==> config.mk <==
export PLATFORM = sky130hd
export DESIGN_NAME = regfile_dump_reader
export DESIGN_NICKNAME = d
export VERILOG_FILES = /design/src/rtl/regfile_dump_pkg.sv /design/src/rtl/regfile_dump_reader.sv
export SDC_FILE = /design/constraint.sdc
export NUM_CORES = 1
export LEC_CHECK = 0
export CORE_ASPECT_RATIO = 0.8
export CORE_MARGIN = 5
export CORE_UTILIZATION = 40
export CTS_BUF_LIST = sky130_fd_sc_hd__clkbuf_16
export CTS_CLUSTER_SIZE = 16
export DETAILED_ROUTE_END_ITERATION = 10
export PLACE_DENSITY = 0.68
export SYNTH_ARGS = -nofsm -noshare
export SYNTH_HDL_FRONTEND = slang
export SYNTH_SLANG_ARGS = --single-unit
==> constraint.sdc <==
create_clock -name clock -period 2.1 [get_ports clock]
set_input_delay 0.315 -clock clock [delete_from_list [all_inputs] [get_ports clock]]
set_output_delay 0.315 -clock clock [all_outputs]
set_load 0.05 [all_outputs]
==> src/rtl/regfile_dump_pkg.sv <==
// Shared types and constants for the register-file dump reader.
// REGFILE_DUMP_HEADER_EN selects the 5-byte-per-word format with a leading header byte.
package regfile_dump_pkg;

    typedef enum logic [1:0] {
        ST_IDLE = 2'd0,
        ST_WAIT = 2'd1,
        ST_SEND = 2'd2
    } dump_state_t;

    localparam logic [2:0] DUMP_HDR_TAG = 3'b101;

`ifdef REGFILE_DUMP_HEADER_EN
    localparam int DUMP_BYTES_PER_WORD = 5;
    localparam int DUMP_BCNT_W         = 3;
`else
    localparam int DUMP_BYTES_PER_WORD = 4;
    localparam int DUMP_BCNT_W         = 2;
`endif

endpackage

==> src/rtl/regfile_dump_reader.sv <==
// Walks a register-file range over the debug read port and streams each word as bytes, MSB first.
// Build option: REGFILE_DUMP_HEADER_EN prefixes each word with a {3'b101, index} header byte.
module regfile_dump_reader
    import regfile_dump_pkg::*;
#(
    parameter int READ_LATENCY = 2
) (
    input  logic        clock,
    input  logic        reset_n,
    input  logic        start,
    input  logic [4:0]  first_addr,
    input  logic [4:0]  last_addr,
    output logic [4:0]  rf_addr,
    input  logic [31:0] rf_data,
    output logic [7:0]  byte_data,
    output logic        byte_valid,
    input  logic        byte_ready,
    output logic        busy,
    output logic        done
);

    localparam logic [2:0]             LAT_LOAD  = 3'(READ_LATENCY);
    localparam logic [DUMP_BCNT_W-1:0] LAST_BYTE = DUMP_BCNT_W'(DUMP_BYTES_PER_WORD - 1);

    dump_state_t             state_q, state_d;
    logic [4:0]              cur_q, cur_d;
    logic [4:0]              last_q, last_d;
    logic [2:0]              wcnt_q, wcnt_d;
    logic [DUMP_BCNT_W-1:0]  bcnt_q, bcnt_d;
    logic [31:0]             shift_q, shift_d;
    logic [7:0]              byte_q, byte_d;
    logic                    valid_q, valid_d;
    logic                    busy_q, busy_d;
    logic                    done_q, done_d;

    always_ff @(posedge clock or negedge reset_n) begin
        if (!reset_n) begin
            state_q <= ST_IDLE;
            cur_q   <= 5'd0;
            last_q  <= 5'd0;
            wcnt_q  <= 3'd0;
            bcnt_q  <= '0;
            shift_q <= 32'd0;
            byte_q  <= 8'd0;
            valid_q <= 1'b0;
            busy_q  <= 1'b0;
            done_q  <= 1'b0;
        end else begin
            state_q <= state_d;
            cur_q   <= cur_d;
            last_q  <= last_d;
            wcnt_q  <= wcnt_d;
            bcnt_q  <= bcnt_d;
            shift_q <= shift_d;
            byte_q  <= byte_d;
            valid_q <= valid_d;
            busy_q  <= busy_d;
            done_q  <= done_d;
        end
    end

    always_comb begin
        state_d = state_q;
        cur_d   = cur_q;
        last_d  = last_q;
        wcnt_d  = wcnt_q;
        bcnt_d  = bcnt_q;
        shift_d = shift_q;
        byte_d  = byte_q;
        valid_d = valid_q;
        busy_d  = busy_q;
        done_d  = 1'b0;

        case (state_q)
            ST_IDLE: begin
                if (start) begin
                    last_d  = last_addr;
                    cur_d   = first_addr;
                    wcnt_d  = LAT_LOAD;
                    busy_d  = 1'b1;
                    state_d = ST_WAIT;
                end
            end

            ST_WAIT: begin
                wcnt_d = wcnt_q - 3'd1;
                // rf_data has settled for the address held in cur_q on this edge
                if (wcnt_q == 3'd1) begin
                    bcnt_d  = '0;
                    valid_d = 1'b1;
                    state_d = ST_SEND;
`ifdef REGFILE_DUMP_HEADER_EN
                    byte_d  = {DUMP_HDR_TAG, cur_q};
                    shift_d = rf_data;
`else
                    byte_d  = rf_data[31:24];
                    shift_d = {rf_data[23:0], 8'h00};
`endif
                end
            end

            ST_SEND: begin
                if (valid_q && byte_ready) begin
                    if (bcnt_q == LAST_BYTE) begin
                        valid_d = 1'b0;
                        if (cur_q != last_q) begin
                            cur_d   = cur_q + 5'd1;
                            wcnt_d  = LAT_LOAD;
                            state_d = ST_WAIT;
                        end else begin
                            busy_d  = 1'b0;
                            done_d  = 1'b1;
                            state_d = ST_IDLE;
                        end
                    end else begin
                        bcnt_d  = bcnt_q + 1'b1;
                        byte_d  = shift_q[31:24];
                        shift_d = {shift_q[23:0], 8'h00};
                    end
                end
            end

            default: begin
                state_d = ST_IDLE;
            end
        endcase
    end

    assign rf_addr    = cur_q;
    assign byte_data  = byte_q;
    assign byte_valid = valid_q;
    assign busy       = busy_q;
    assign done       = done_q;

endmodule

==> metrics, run 1 <==
Antenna Violating Nets Remaining 0; final wirelength ~5.7 mm; setup repair after global routing missed its margin no; PortBufs 61; Worst-path clk slew 60 ps; Synth Cell Area 2530 um2; TritonCTS Buffers 5; cell family with most CP delay buffers and inverters; Cell variety after synth 40; drt pass-1 iters 4; Gate Count Post-Synth 284; Crit Path Max Fanout 7; most frequent cells in the layout nand2_1 (76), clkdlybuf4s50_1 (60), dfrtp_1 (52); max-slew violation total from the final report 0; Worst Clk Skew 3.676 ps; Worst Path Required 1780 ps; WP data arrival 1620 ps; prevailing post-synth register cell dfrtp_1; DR vias/cell 4.958; Net Sw Frac 41.45%; initial detailed-routing violation count 94; maximum number of pins on one net before global-route repair 43; worst hold path type in2async; layout cells sized above 1 6.897%; clk_lat worst skew 280 ps; Final setup viols 0; post-layout net count ~400; Final min period slightly below 2000 ps; Post-synth EDFFs 0; Die Y 81.13 um; setup TNS 0 ps; GPL Wtd Cong about 0.84; Post-synth ARST share between 90% and 100%; Total GRT Usage roughly 15%; Yosys top cell by area dfrtp_1; Die X 98.92 um; CP Buf/Inv Count 1; antenna violations before repair 0; path depth of the worst reg2reg path 5; Ant. Diodes 0; Clk network pwr share 16.0%; commonest non-fill, non-tap cell in the layout nand2_1; Max stage delay cell, worst path clkdlybuf4s50_1; f_max 0.5158 GHz; Least-Margin Pin Slew 540.2 ps; post-CTS resize count 0; top-area cell type share of the netlist area 51.43%; Initial Util 41.91%; fin util 55.98%; CTS tree done; Clock Tree Buf Depth 2; vias in the first global route 2,049; Fin. Hold Viols 0; placed wire-length estimate 4.310 mm; status complete, no violations; Slew HR a little under two thirds; slowest stage delay, CP around 860 ps; synthesis-stage register bit count 52; crit-path cells clkdlybuf4s50_1; CP Depth 1; first-pass GRT wire length 9.708 mm; max_cap viols 0; critical path class reg2out; CP Capture Type output port; clk root buf clkbuf_16; Synth area leaders dfrtp_1 (51%), nand2_1 (11%), a31oi_1 (5.9%), nor2_1 (4.0%), nand3_1 (2.6%); Congestion Overflow GR 0; vias 2,127; Net Count, Synth 334; PD cells 1405 nW/um2; fin crit share 92.32%; die area 8025 um2; # fillers 540; internal power 0.002781 W; Post-CTS Setup Bufs 0; drc violations 0; Avg WL per Cell between 10 and 15 um; clock sinks 52; sequential share of power a little under two fifths; sw power 0.001969 W; worst vdd ir between 500 and 600 uV; sequential cell area fraction in the yosys report 51.43%; Pleak about 1.5 nW; Core Rows 25; crit path launch type flip-flop; IO Count 62; Post-CTS Hold Fix Bufs 0; Core Region 6037 um2; combinational fraction of design power between 40% and 50%; Yosys warning total 0; CTS HTree Levels 2; Avg Inst Size Synth 8.908 um2; Synth-to-Final Area Change 33.58%
## power by group through the flow
stage	Sequential, W	Combinational (W)	Clock (W)
after detailed placement	0.00180	0.00223	0
after global placement	0.00178	0.00218	0
after global routing	0.00184	0.00243	0.000831
final	0.00178	0.00221	0.000758
after floorplan	0.00211	0.00123	0
after CTS	0.00178	0.00224	0.000778
## synthesized netlist by cell type, types with 3 or more instances
master,instances
nand2_1,76
buf_4,3
a211oi_1,3
dfrtp_1,52
nor2b_1,3
nand3_1,13
nor2_1,27
ha_1,4
nand2b_1,4
buf_2,5
clkbuf_1,4
a31oi_1,24
xnor2_1,6
inv_1,15
o21ai_0,8
nor3_1,4
buf_6,3
o21ai_1,3
## registers in the layout, summed over array words and instances, names as in the netlist
signal	flops
bcnt_q	2
busy	1
byte_data	8
byte_valid	1
done	1
last_q	5
rf_addr	5
shift_q	24
state_q	2
wcnt_q	3
## layout make-up
| class | instances | area (um2) | area share (%) |
|---|---|---|---|
| Clock buffer | 5 | 125.1 | 3.702 |
| Clock inverter | 3 | 11.26 | 0.3332 |
| Inverter | 15 | 56.30 | 1.666 |
| Sequential cell | 52 | 1301 | 38.50 |
| Tap cell | 81 | 101.3 | 2.999 |
| Timing Repair Buffer | 72 | 700.7 | 20.73 |
| Multi-Input combinational cell | 201 | 1084 | 32.06 |
## path summary, 6_finish.rpt
path                             from  slack [ps]          end
max in group asynchronous     reset_n        1540  shift_q[27]
hold reg to reg             last_q[0]         490    last_q[0]
setup reg to reg           state_q[0]         270  shift_q[22]
hold / removal                reset_n          10    last_q[0]
setup / recovery           rf_addr[2]         160   rf_addr[2]
min in group clock          last_q[0]         490    last_q[0]
## routing by layer
layer  track usage, %  part of all wire (%)
met5                0                     0
met4            3.274                  0.63
met3            2.747                   3.9
met2            22.59                    46
met1            21.99                    50
## cells by family after synthesis
logic type | synth area share [%]
DFF | 51.43
muxes | 1.681
buffers and inverters | 6.181
adders and majority gates | 1.978
AOI/OAI and AO/OA | 13.55
and+or+nand+nor | 23.10
xor gates and xnor gates | 2.077
## stage by stage
stage	std cells	hold WS [ps]	total power, W	worst slack, ps	area, um2
after floorplan	284	19.41	0.003347	368.3	2530
after global placement	421	326.3	0.003957	180.9	3243
after detailed placement	421	327.4	0.004028	142.4	3243
after CTS	429	32.90	0.004800	147.6	3379
after global routing	429	59.80	0.005110	97.66	3379
final	429	11.92	0.004750	161.3	3379
Note: power is estimated with default switching activity, not from simulation.
==> run 2: changes to the inputs <==
- CAP_MARGIN: not set -> 15
- CORE_UTILIZATION: 40 -> 49
- PLACE_DENSITY: 0.68 -> 0.8
- TNS_END_PERCENT: not set -> 100
==> run 2 against run 1 <==
Sequential share of layout area up 0.29 points. Non-clock buffer count is 3 lower. Critical path depth stayed put.
==> metrics, run 2 (synthesized netlist as in run 1, its figures left out) <==
status complete, no violations; drt pass-1 iters 4; crit-path cells clkdlybuf4s50_1; TritonCTS Buffers 5; post-layout net count a little under 400; vias 2,131; Net Sw Frac a little over two fifths; first-pass GRT wire length 9.660 mm; Avg WL per Cell approximately 14 um; multi-input logic area approximately 1100 um2; # fillers between 300 and 400; Most flops, register shift_q; slowest stage delay, CP 860 ps; Total GRT Usage about 18%; initial detailed-routing violation count 115; setup TNS 0 ps; Congestion Overflow GR 0; CP Capture Type output port; Synth-to-Final Area Change 32.59%; Slew HR 65.02%; Clock Tree Buf Depth 2; Antenna Violating Nets Remaining 0; layout cells sized above 1 6.667%; Final min period slightly below 2000 ps; fin crit share 92.74%; cell family with most CP delay buffers and inverters; Worst Clk Skew between 7 and 8 ps; Post-CTS Hold Fix Bufs 0; Die X 90.34 um; DR vias/cell 5.236; sequential cell area 1301 um2; Worst Path Required 1780 ps; CP Buf/Inv Count 1; Ant. Diodes 0; antenna violations before repair 0; worst hold path type in2async; CTS HTree Levels 2; f_max between 0.5 and 0.6 GHz; clock sinks 52; worst vdd ir 1032 uV; drc violations 0; die area ~6700 um2; Crit Path Max Fanout 7; Core Rows 23; max_cap viols 0; Clk network pwr share 16.4%; critical path class reg2out; placed wire-length estimate 4.151 mm; sw power 0.002002 W; Die Y 74.27 um; sequential share of power 36.3%; max-slew violation total from the final report 0; Power, Total 0.004795 W; maximum number of pins on one net before global-route repair 65; internal power 0.002793 W; setup repair after global routing missed its margin no; PortBufs 61; FF-to-FF setup slack 330 ps; IO Count 62; Initial Util 50.52%; vias in the first global route 2,054; Pleak 1.440 nW; WP data arrival 1630 ps; clk root buf clkbuf_16; Post-CTS Setup Bufs 0; clk_lat worst skew 290 ps; most frequent cells in the layout nand2_1 (76), clkdlybuf4s50_1 (60), dfrtp_1 (52); GPL Wtd Cong 0.8643; Least-Margin Pin Slew 524.7 ps; Largest register FFs 24; final wirelength 5.726 mm; post-CTS resize count 0; PD cells 1429 nW/um2; commonest non-fill, non-tap cell in the layout nand2_1; Final setup viols 0; combinational fraction of design power 47.2%; Fin. Hold Viols 0; Core Region 5007 um2; crit path launch type flip-flop; CTS tree done; Max stage delay cell, worst path clkdlybuf4s50_1; Worst-path clk slew 70 ps
## run 2: cell types whose count changed in the layout (fill, tap and decap cells not counted)
cell,change
clkinvlp_4,+1
buf_12,+1
buf_4,-4
clkinv_1,-1
inv_1,-1
clkinv_4,+1
## run 2: power groups by stage
stage               registers, W  logic [W]  clock network, W
floorplan                0.00211    0.00123                 0
global placement         0.00175    0.00220                 0
detailed placement       0.00176    0.00226                 0
CTS                      0.00174    0.00227          0.000805
global route             0.00180    0.00248          0.000842
finish                   0.00174    0.00226          0.000788
## run 2: worst paths after layout
path	depth (start not counted)	start	to
max	1	rf_addr[2]	rf_addr[2]
min	1	reset_n	shift_q[17]
max reg2reg	4	state_q[0]	bcnt_q[1]
min reg2reg	2	last_q[3]	last_q[3]
max in group asynchronous	2	reset_n	state_q[1]
min in group clock	2	last_q[3]	last_q[3]
## run 2: final cells by class
cell class / count / area share, %
flip-flops and latches: 52 / 38.79
clock inverters: 3 / 0.5968
repair buffers: 69 / 20.59
well taps: 62 / 2.313
multi-input cells: 201 / 32.30
clock buffers: 5 / 3.730
inverters: 15 / 1.678
## run 2: per-stage QoR
step | instances | instance area [um2] | hold WS (ps) | util (%) | setup slack (ps)
global placement | 399 | 3209 | 310.5 | 64.09 | 156.1
detailed placement | 399 | 3209 | 315.4 | 64.09 | 104.4
floorplan | 284 | 2530 | 19.41 | - | 368.3
finish | 407 | 3354 | 0.9356 | 66.99 | 152.5
global route | 407 | 3354 | 48.27 | 66.99 | 109.0
CTS | 407 | 3354 | 12.91 | 66.99 | 157.0
## run 2: per-layer routing
layer,vias to the layer above,track usage (%),wire [um],share of wire [%]
met4,0,3.967,37,0.65
met1,994,24.41,2603,45
met3,2,3.134,333,5.8
li1,1069,-,-,-
met5,-,0,0,0
met2,66,29.46,2751,48
==> run 3: changes to the inputs <==
- CORE_UTILIZATION: 49 -> 40
- HOLD_SLACK_MARGIN: not set -> 0.02
- PLACE_DENSITY: 0.8 -> 0.68
- SLEW_MARGIN: not set -> 20
==> results of run 3 <==
The final DEF is identical to that of run 1; final timing and power are the same.
